File: src/rtl/rv_fetch_req_if.sv
// Instruction-bus bundle between the fetch requester (master) and the bus (slave).
interface rv_fetch_req_if #(
  parameter int IADDR_SPACE_BITS = 16,
  parameter int WIDTH            = 32
);
  logic                        bus_req;
  logic [IADDR_SPACE_BITS-1:2] bus_addr;
  logic                        bus_ack;
  logic                        bus_rvalid;
  logic [WIDTH-1:0]            bus_rdata;

  modport master (output bus_req, bus_addr, input bus_ack, bus_rvalid, bus_rdata);
  modport slave  (input bus_req, bus_addr, output bus_ack, bus_rvalid, bus_rdata);
endinterface

File: src/rtl/rv_fetch_req.sv
// Instruction-fetch requester: credit-limited bus reads, skid FIFO, redirect with stale-response kill.
// Optional stall counter enabled by defining FETCH_REQ_PERF_EN.
module rv_fetch_req #(
  parameter int IADDR_SPACE_BITS = 16,
  parameter int WIDTH            = 32,
  parameter int OUTST_BITS       = 2
) (
  input  logic                        i_clk,
  input  logic                        i_reset,
  input  logic [IADDR_SPACE_BITS-1:1] i_reset_pc,
  input  logic                        i_branch,
  input  logic [IADDR_SPACE_BITS-1:1] i_branch_pc,
  rv_fetch_req_if.master              bus,
  input  logic                        i_buf_not_full,
  output logic                        o_push,
  output logic [WIDTH-1:0]            o_data,
  output logic                        o_flush,
  output logic [IADDR_SPACE_BITS-1:1] o_flush_pc,
  output logic [31:0]                 o_perf_stall
);
  localparam int SKID = 2**OUTST_BITS;
  localparam int CW   = OUTST_BITS + 1;

  localparam logic [1:0] ST_INIT  = 2'd0;
  localparam logic [1:0] ST_RUN   = 2'd1;
  localparam logic [1:0] ST_REDIR = 2'd2;

  logic [1:0]                  r_state;
  logic [IADDR_SPACE_BITS-1:2] r_fetch_addr;
  logic [IADDR_SPACE_BITS-1:1] r_pc;
  logic [CW-1:0]               r_live;
  logic [CW-1:0]               r_kill;
  logic [CW-1:0]               r_cnt;
  logic [OUTST_BITS-1:0]       r_head;
  logic [OUTST_BITS-1:0]       r_tail;
  logic [WIDTH-1:0]            r_skid [SKID];

  logic          w_run;
  logic [CW+1:0] w_used;
  logic          w_credit_ok;
  logic          w_issue;
  logic          w_kill_resp;
  logic          w_accept;
  logic          w_skid_empty;
  logic          w_block_push;
  logic          w_bypass;
  logic          w_pop;
  logic          w_wr;

  assign w_run        = (r_state == ST_RUN);
  assign w_used       = (CW+2)'(r_live) + (CW+2)'(r_kill) + (CW+2)'(r_cnt);
  assign w_credit_ok  = (w_used < (CW+2)'(SKID));
  assign w_issue      = !i_reset && w_run && !i_branch && w_credit_ok;
  assign w_kill_resp  = bus.bus_rvalid && (r_kill != '0);
  assign w_accept     = bus.bus_rvalid && (r_kill == '0);
  assign w_skid_empty = (r_cnt == '0);
  assign w_block_push = i_reset || i_branch || (r_state == ST_REDIR);

  assign bus.bus_req  = w_issue;
  assign bus.bus_addr = r_fetch_addr;
  assign o_flush      = i_reset || !w_run;
  assign o_flush_pc   = i_reset ? i_reset_pc : r_pc;

  // A queued word always goes out before a fresh one so delivery stays in request order.
  always_comb begin
    o_push = 1'b0;
    o_data = bus.bus_rdata;
    if (!w_block_push) begin
      if (!w_skid_empty) begin
        o_push = i_buf_not_full;
        o_data = r_skid[r_head];
      end else begin
        o_push = w_accept && i_buf_not_full;
      end
    end
  end

  assign w_bypass = !w_block_push && w_skid_empty && w_accept && i_buf_not_full;
  assign w_pop    = o_push && !w_skid_empty;
  assign w_wr     = w_accept && !w_bypass;

  always_ff @(posedge i_clk) begin
    if (i_reset) begin
      r_state      <= ST_INIT;
      r_fetch_addr <= i_reset_pc[IADDR_SPACE_BITS-1:2];
      r_pc         <= i_reset_pc;
      r_live       <= '0;
      r_kill       <= '0;
      r_cnt        <= '0;
      r_head       <= '0;
      r_tail       <= '0;
    end else if (i_branch) begin
      // Every response still owed to the old stream, minus one arriving now, must be dropped.
      r_state      <= ST_REDIR;
      r_fetch_addr <= i_branch_pc[IADDR_SPACE_BITS-1:2];
      r_pc         <= i_branch_pc;
      r_kill       <= r_live + r_kill - CW'(bus.bus_rvalid);
      r_live       <= '0;
      r_cnt        <= '0;
      r_head       <= '0;
      r_tail       <= '0;
    end else begin
      if (r_state != ST_RUN) r_state <= ST_RUN;
      if (w_issue && bus.bus_ack) r_fetch_addr <= r_fetch_addr + (IADDR_SPACE_BITS-2)'(1);
      r_live <= r_live + CW'(w_issue && bus.bus_ack) - CW'(w_accept);
      if (w_kill_resp) r_kill <= r_kill - CW'(1);
      if (w_pop) r_head <= r_head + OUTST_BITS'(1);
      if (w_wr) r_tail <= r_tail + OUTST_BITS'(1);
      r_cnt <= r_cnt + CW'(w_wr) - CW'(w_pop);
    end
  end

  always_ff @(posedge i_clk) begin
    if (w_wr && !i_reset && !i_branch) r_skid[r_tail] <= bus.bus_rdata;
  end

  assert property (@(posedge i_clk) disable iff (i_reset)
    !(w_wr && !w_pop && !i_branch && (r_cnt == CW'(SKID))));

`ifdef FETCH_REQ_PERF_EN
  logic [31:0] r_perf;

  always_ff @(posedge i_clk) begin
    if (i_reset) begin
      r_perf <= '0;
    end else if (w_run && !i_branch && !w_credit_ok && (r_perf != '1)) begin
      r_perf <= r_perf + 32'd1;
    end
  end

  assign o_perf_stall = r_perf;
`else
  assign o_perf_stall = '0;
`endif

endmodule

File: src/flat_wrapper.sv
// flat-port wrapper written by rule: the top's interface ports become plain ports
module rv_fetch_req_flat 
#(
  parameter int IADDR_SPACE_BITS = 16,
  parameter int WIDTH            = 32,
  parameter int OUTST_BITS       = 2
)
  (i_clk, i_reset, i_reset_pc, i_branch, i_branch_pc, i_buf_not_full, o_push, o_data, o_flush, o_flush_pc, o_perf_stall, bus_bus_req, bus_bus_addr, bus_bus_ack, bus_bus_rvalid, bus_bus_rdata);
  rv_fetch_req_if #(.IADDR_SPACE_BITS(IADDR_SPACE_BITS), .WIDTH(WIDTH)) bus_i ();
  input  logic i_clk;
  input  logic i_reset;
  input  logic [IADDR_SPACE_BITS-1:1] i_reset_pc;
  input  logic i_branch;
  input  logic [IADDR_SPACE_BITS-1:1] i_branch_pc;
  input  logic i_buf_not_full;
  output logic o_push;
  output logic [WIDTH-1:0] o_data;
  output logic o_flush;
  output logic [IADDR_SPACE_BITS-1:1] o_flush_pc;
  output logic [31:0] o_perf_stall;
  output wire logic [$bits(bus_i.bus_req)-1:0] bus_bus_req;
  output wire logic [$bits(bus_i.bus_addr)-1:0] bus_bus_addr;
  input wire logic [$bits(bus_i.bus_ack)-1:0] bus_bus_ack;
  input wire logic [$bits(bus_i.bus_rvalid)-1:0] bus_bus_rvalid;
  input wire logic [$bits(bus_i.bus_rdata)-1:0] bus_bus_rdata;
  assign bus_bus_req = bus_i.bus_req;
  assign bus_bus_addr = bus_i.bus_addr;
  assign bus_i.bus_ack = bus_bus_ack;
  assign bus_i.bus_rvalid = bus_bus_rvalid;
  assign bus_i.bus_rdata = bus_bus_rdata;
  rv_fetch_req #(.IADDR_SPACE_BITS(IADDR_SPACE_BITS), .WIDTH(WIDTH), .OUTST_BITS(OUTST_BITS)) u_core (.i_clk(i_clk), .i_reset(i_reset), .i_reset_pc(i_reset_pc), .i_branch(i_branch), .i_branch_pc(i_branch_pc), .bus(bus_i), .i_buf_not_full(i_buf_not_full), .o_push(o_push), .o_data(o_data), .o_flush(o_flush), .o_flush_pc(o_flush_pc), .o_perf_stall(o_perf_stall));
endmodule
File: config.mk
export PLATFORM = sky130hd
export DESIGN_NAME = rv_fetch_req_flat
export DESIGN_NICKNAME = d
export VERILOG_FILES = /design/src/rtl/rv_fetch_req_if.sv /design/src/rtl/rv_fetch_req.sv /design/src/flat_wrapper.sv
export SDC_FILE = /design/constraint.sdc
export NUM_CORES = 1
export LEC_CHECK = 0
export BUFFER_PORTS_ARGS = -buffer_cell sky130_fd_sc_hd__buf_2
export CAP_MARGIN = 20
export CORE_AREA = 2 2 145 147
export CTS_CLUSTER_DIAMETER = 150
export CTS_CLUSTER_SIZE = 40
export DETAILED_ROUTE_END_ITERATION = 16
export DIE_AREA = 0 0 147 149
export GPL_ROUTABILITY_DRIVEN = 0
export GPL_TIMING_DRIVEN = 0
export HOLD_SLACK_MARGIN = 0.1
export SLEW_MARGIN = 30
export SYNTH_ARGS = -nofsm -noshare
export SYNTH_HDL_FRONTEND = slang
export SYNTH_SLANG_ARGS = --single-unit
File: constraint.sdc
create_clock -name i_clk -period 3.53 [get_ports i_clk]
set_clock_uncertainty 0.1 [all_clocks]
set_input_delay 0.5295 -clock i_clk [delete_from_list [all_inputs] [get_ports i_clk]]
set_output_delay 0.5295 -clock i_clk [all_outputs]
set_load 0.02 [all_outputs]
==> results.json <==
{
  "finalCritPeriodShare": 0.963,
  "grt_pass1_wl_mm": 26.0,
  "fin_crit_ns": 3.40,
  "numCtsBuffers": 17,
  "synth_top_area_frac": 0.587,
  "die_h_um": 149,
  "finish.utilization": 0.479,
  "synthFlopType": "edfxtp_1",
  "grt_max_degree": 25,
  "whs_endpoint": "u_core.r_skid[0][8]",
  "grt_usage": 0.154,
  "core_area_um2": 20600,
  "relSlewSlack": 0.490,
  "end_kind": "output port",
  "crit_arrival_ns": 2.77,
  "fp.dieW_um": 147,
  "io_pins": 164,
  "antenna_found_initial": 1,
  "dr.pass1.iters": 4,
  "gr-usage-met1": 0.202,
  "p_leak_nw": 3.78,
  "final.setup.tns_ns": 0,
  "start_util": 0.390,
  "hp-start": "bus_bus_rdata[8]",
  "finalSetupViolations": 0,
  "yosys-top-cells-count": "157 x edfxtp_1, 47 x inv_1, 34 x o21ai_0",
  "met2_usage": 0.253,
  "routed_wirelength_mm": 16.7,
  "first_iter_violations": 190,
  "worstMarginPinSlew_ns": 0.764,
  "yosys-top-cells-area": "edfxtp_1 59%, mux4_2 9.0%, mux2_2 4.5%",
  "worstRegToRegCells": 14,
  "use_met3": 0.0398,
  "yosysMostFrequentCell": "edfxtp_1",
  "grt_pass1_vias": 4868,
  "top_usage_layer": "met2",
  "clock.fmax_mhz": 294,
  "ant_nets": 0,
  "synth_area_um2": 8030,
  "synth-seq-cells": 174,
  "dp_hpwl_mm": 11.7,
  "syn-instance-count": 528,
  "remaining_drc_errors": 0,
  "cts_tree": "done",
  "cts_max_level": 4,
  "cp_max_fo": 3,
  "ys_types": 45,
  "nNetsFinal": 806,
  "port_buffers": 131,
  "max-cap-violations": 0,
  "min_delay_path_depth": 1,
  "hp-class": "in -> reg",
  "area_delta_synth_final_pct": 22.7,
  "dieArea_um2": 21900,
  "place_area_um2": 9240,
  "rsz0062_at_grt": "no",
  "gr-total-overflow": 0,
  "wl_per_cell_um": 16.6,
  "status": "complete, no violations",
  "reg2reg_slack_ns": 0.18,
  "finalInstanceArea_um2": 9850,
  "p_per_area_nw_per_um2": 488,
  "clock_sinks": 174,
  "num_vias": 4821,
  "drv_slew": 0,
  "setup.worst_path.start_class": "flop",
  "crit_type": "reg -> out",
  "fin_ws_ns": 0.132,
  "final_hold_viol_count": 0,
  "drive_above_1_share": 0.397,
  "path_clk_slew_ns": 0.07,
  "cts_buffer_depth": 2,
  "fin_hold_ws_ns": 0.236,
  "irDropWorstVdd_mv": 0.319,
  "clock_latency_ns": 0.42,
  "fp-row-count": 53,
  "dp_slack_ns": 0.0161,
  "required_ns": 2.90,
  "avgSynthCellArea_um2": 15.2,
  "r2r_start": "u_core.r_kill[0]",
  "reg2reg_to": "u_core.r_live[2]",
  "yosys_warnings": 0,
  "synth_edf_count": 157,
  "num_antenna_cells": 0,
  "synth_top_area_cell": "edfxtp_1",
  "place_inst": 969,
  "via_per_inst": 4.81,
  "power_mw": 4.80,
  "clockRootBuffer": "clkbuf_16",
  "async_reset_ff_frac": 0,
  "ys_seq_area_frac": 0.630,
  "stdcell_count": 1003
}
==> metal layers <==
metal  wire, um  vias to the layer above
met5         12                        -
met4        178                        2
met3        881                       17
met2       8170                      138
met1       7420                     2374
li1           -                     2290
==> worst max-delay path, stage by stage (launching register included) <==
cell and delay (ns):
dfxtp_1 0.35, ha_2 0.21, fa_1 0.38, xor2_1 0.16, ha_1 0.19, nor4_2 0.25, o211ai_1 0.17, a311oi_4 0.34
buf_4 0.17, buf_4 0.13
==> state kept, by name, summed over array words and instances (netlist names), named ones only <==
signal / flops
u_core.r_tail: 2
u_core.r_skid: 128
u_core.r_head: 2
u_core.r_kill: 3
u_core.r_pc: 15
u_core.r_live: 3
u_core.r_cnt: 3
u_core.r_state: 2
u_core.bus.bus_addr: 14
==> cells in the final DEF, fill, tap and decap left out, types with 18 or more instances in the layout <==
master	n
buf_4	35
conb_1	32
nand2_1	27
o21ai_0	34
inv_1	47
ha_1	18
edfxtp_1	157
mux4_2	32
buf_2	132
mux2_2	32
==> power breakdown <==
part           leakage, nW  switching [mW]  total (mW)  internal (mW)
sequential            1.59          0.0564        2.38           2.32
clock                0.275           0.858        1.80          0.939
combinational         1.92           0.367       0.624          0.257
total                 3.78            1.28        4.80           3.52
==> worst max-delay path by stage <==
stage,startpoint,end,slack [ns],cells past startpoint
2_1_floorplan,u_core.r_kill[0],u_core.r_live[2],0.17,14
4_1_cts,u_core.r_kill[0],u_core.r_live[2],0.009,14
3_5_place_dp,u_core.r_kill[0],u_core.r_live[2],0.02,14
5_1_grt,u_core.r_kill[0],bus_bus_req,0.01,9
3_3_place_gp,u_core.r_kill[0],u_core.r_live[2],0.08,14
6_report,u_core.r_kill[0],bus_bus_req,0.13,9
==> final cells by class <==
class / count / area (um^2)
fill: 1851 / 10700
sequential: 174 / 5050
multi-input combinational: 286 / 2560
timing repair buffer: 137 / 768
clock buffer: 17 / 425
buffer: 52 / 372
tap: 275 / 344
inverter: 47 / 176
clock inverter: 15 / 144
==> cell families (layout without fill, tap and decap cells) <==
group,count (synthesis),count (layout),share of synthesized area
flip-flops,174,174,0.630
buffers and inverters,99,268,0.0681
AND/OR/NAND/NOR,82,82,0.0543
multiplexers,66,66,0.137
AO/OA/AOI/OAI,64,64,0.0497
adder cells (fa/ha/maj),23,23,0.0396
XOR/XNOR,19,19,0.0207
other,1,32,0.000467
==> what timing repair did <==
action / in CTS / in global routing
pin swaps: 0 / 4
gates resized for setup: 1 / 4
buffers inserted: 0 / 2
hold buffers: 0 / 0
endpoints found under the setup margin: 1 / 2
cloned: 0 / 0
(Power assumes the default switching activity.)
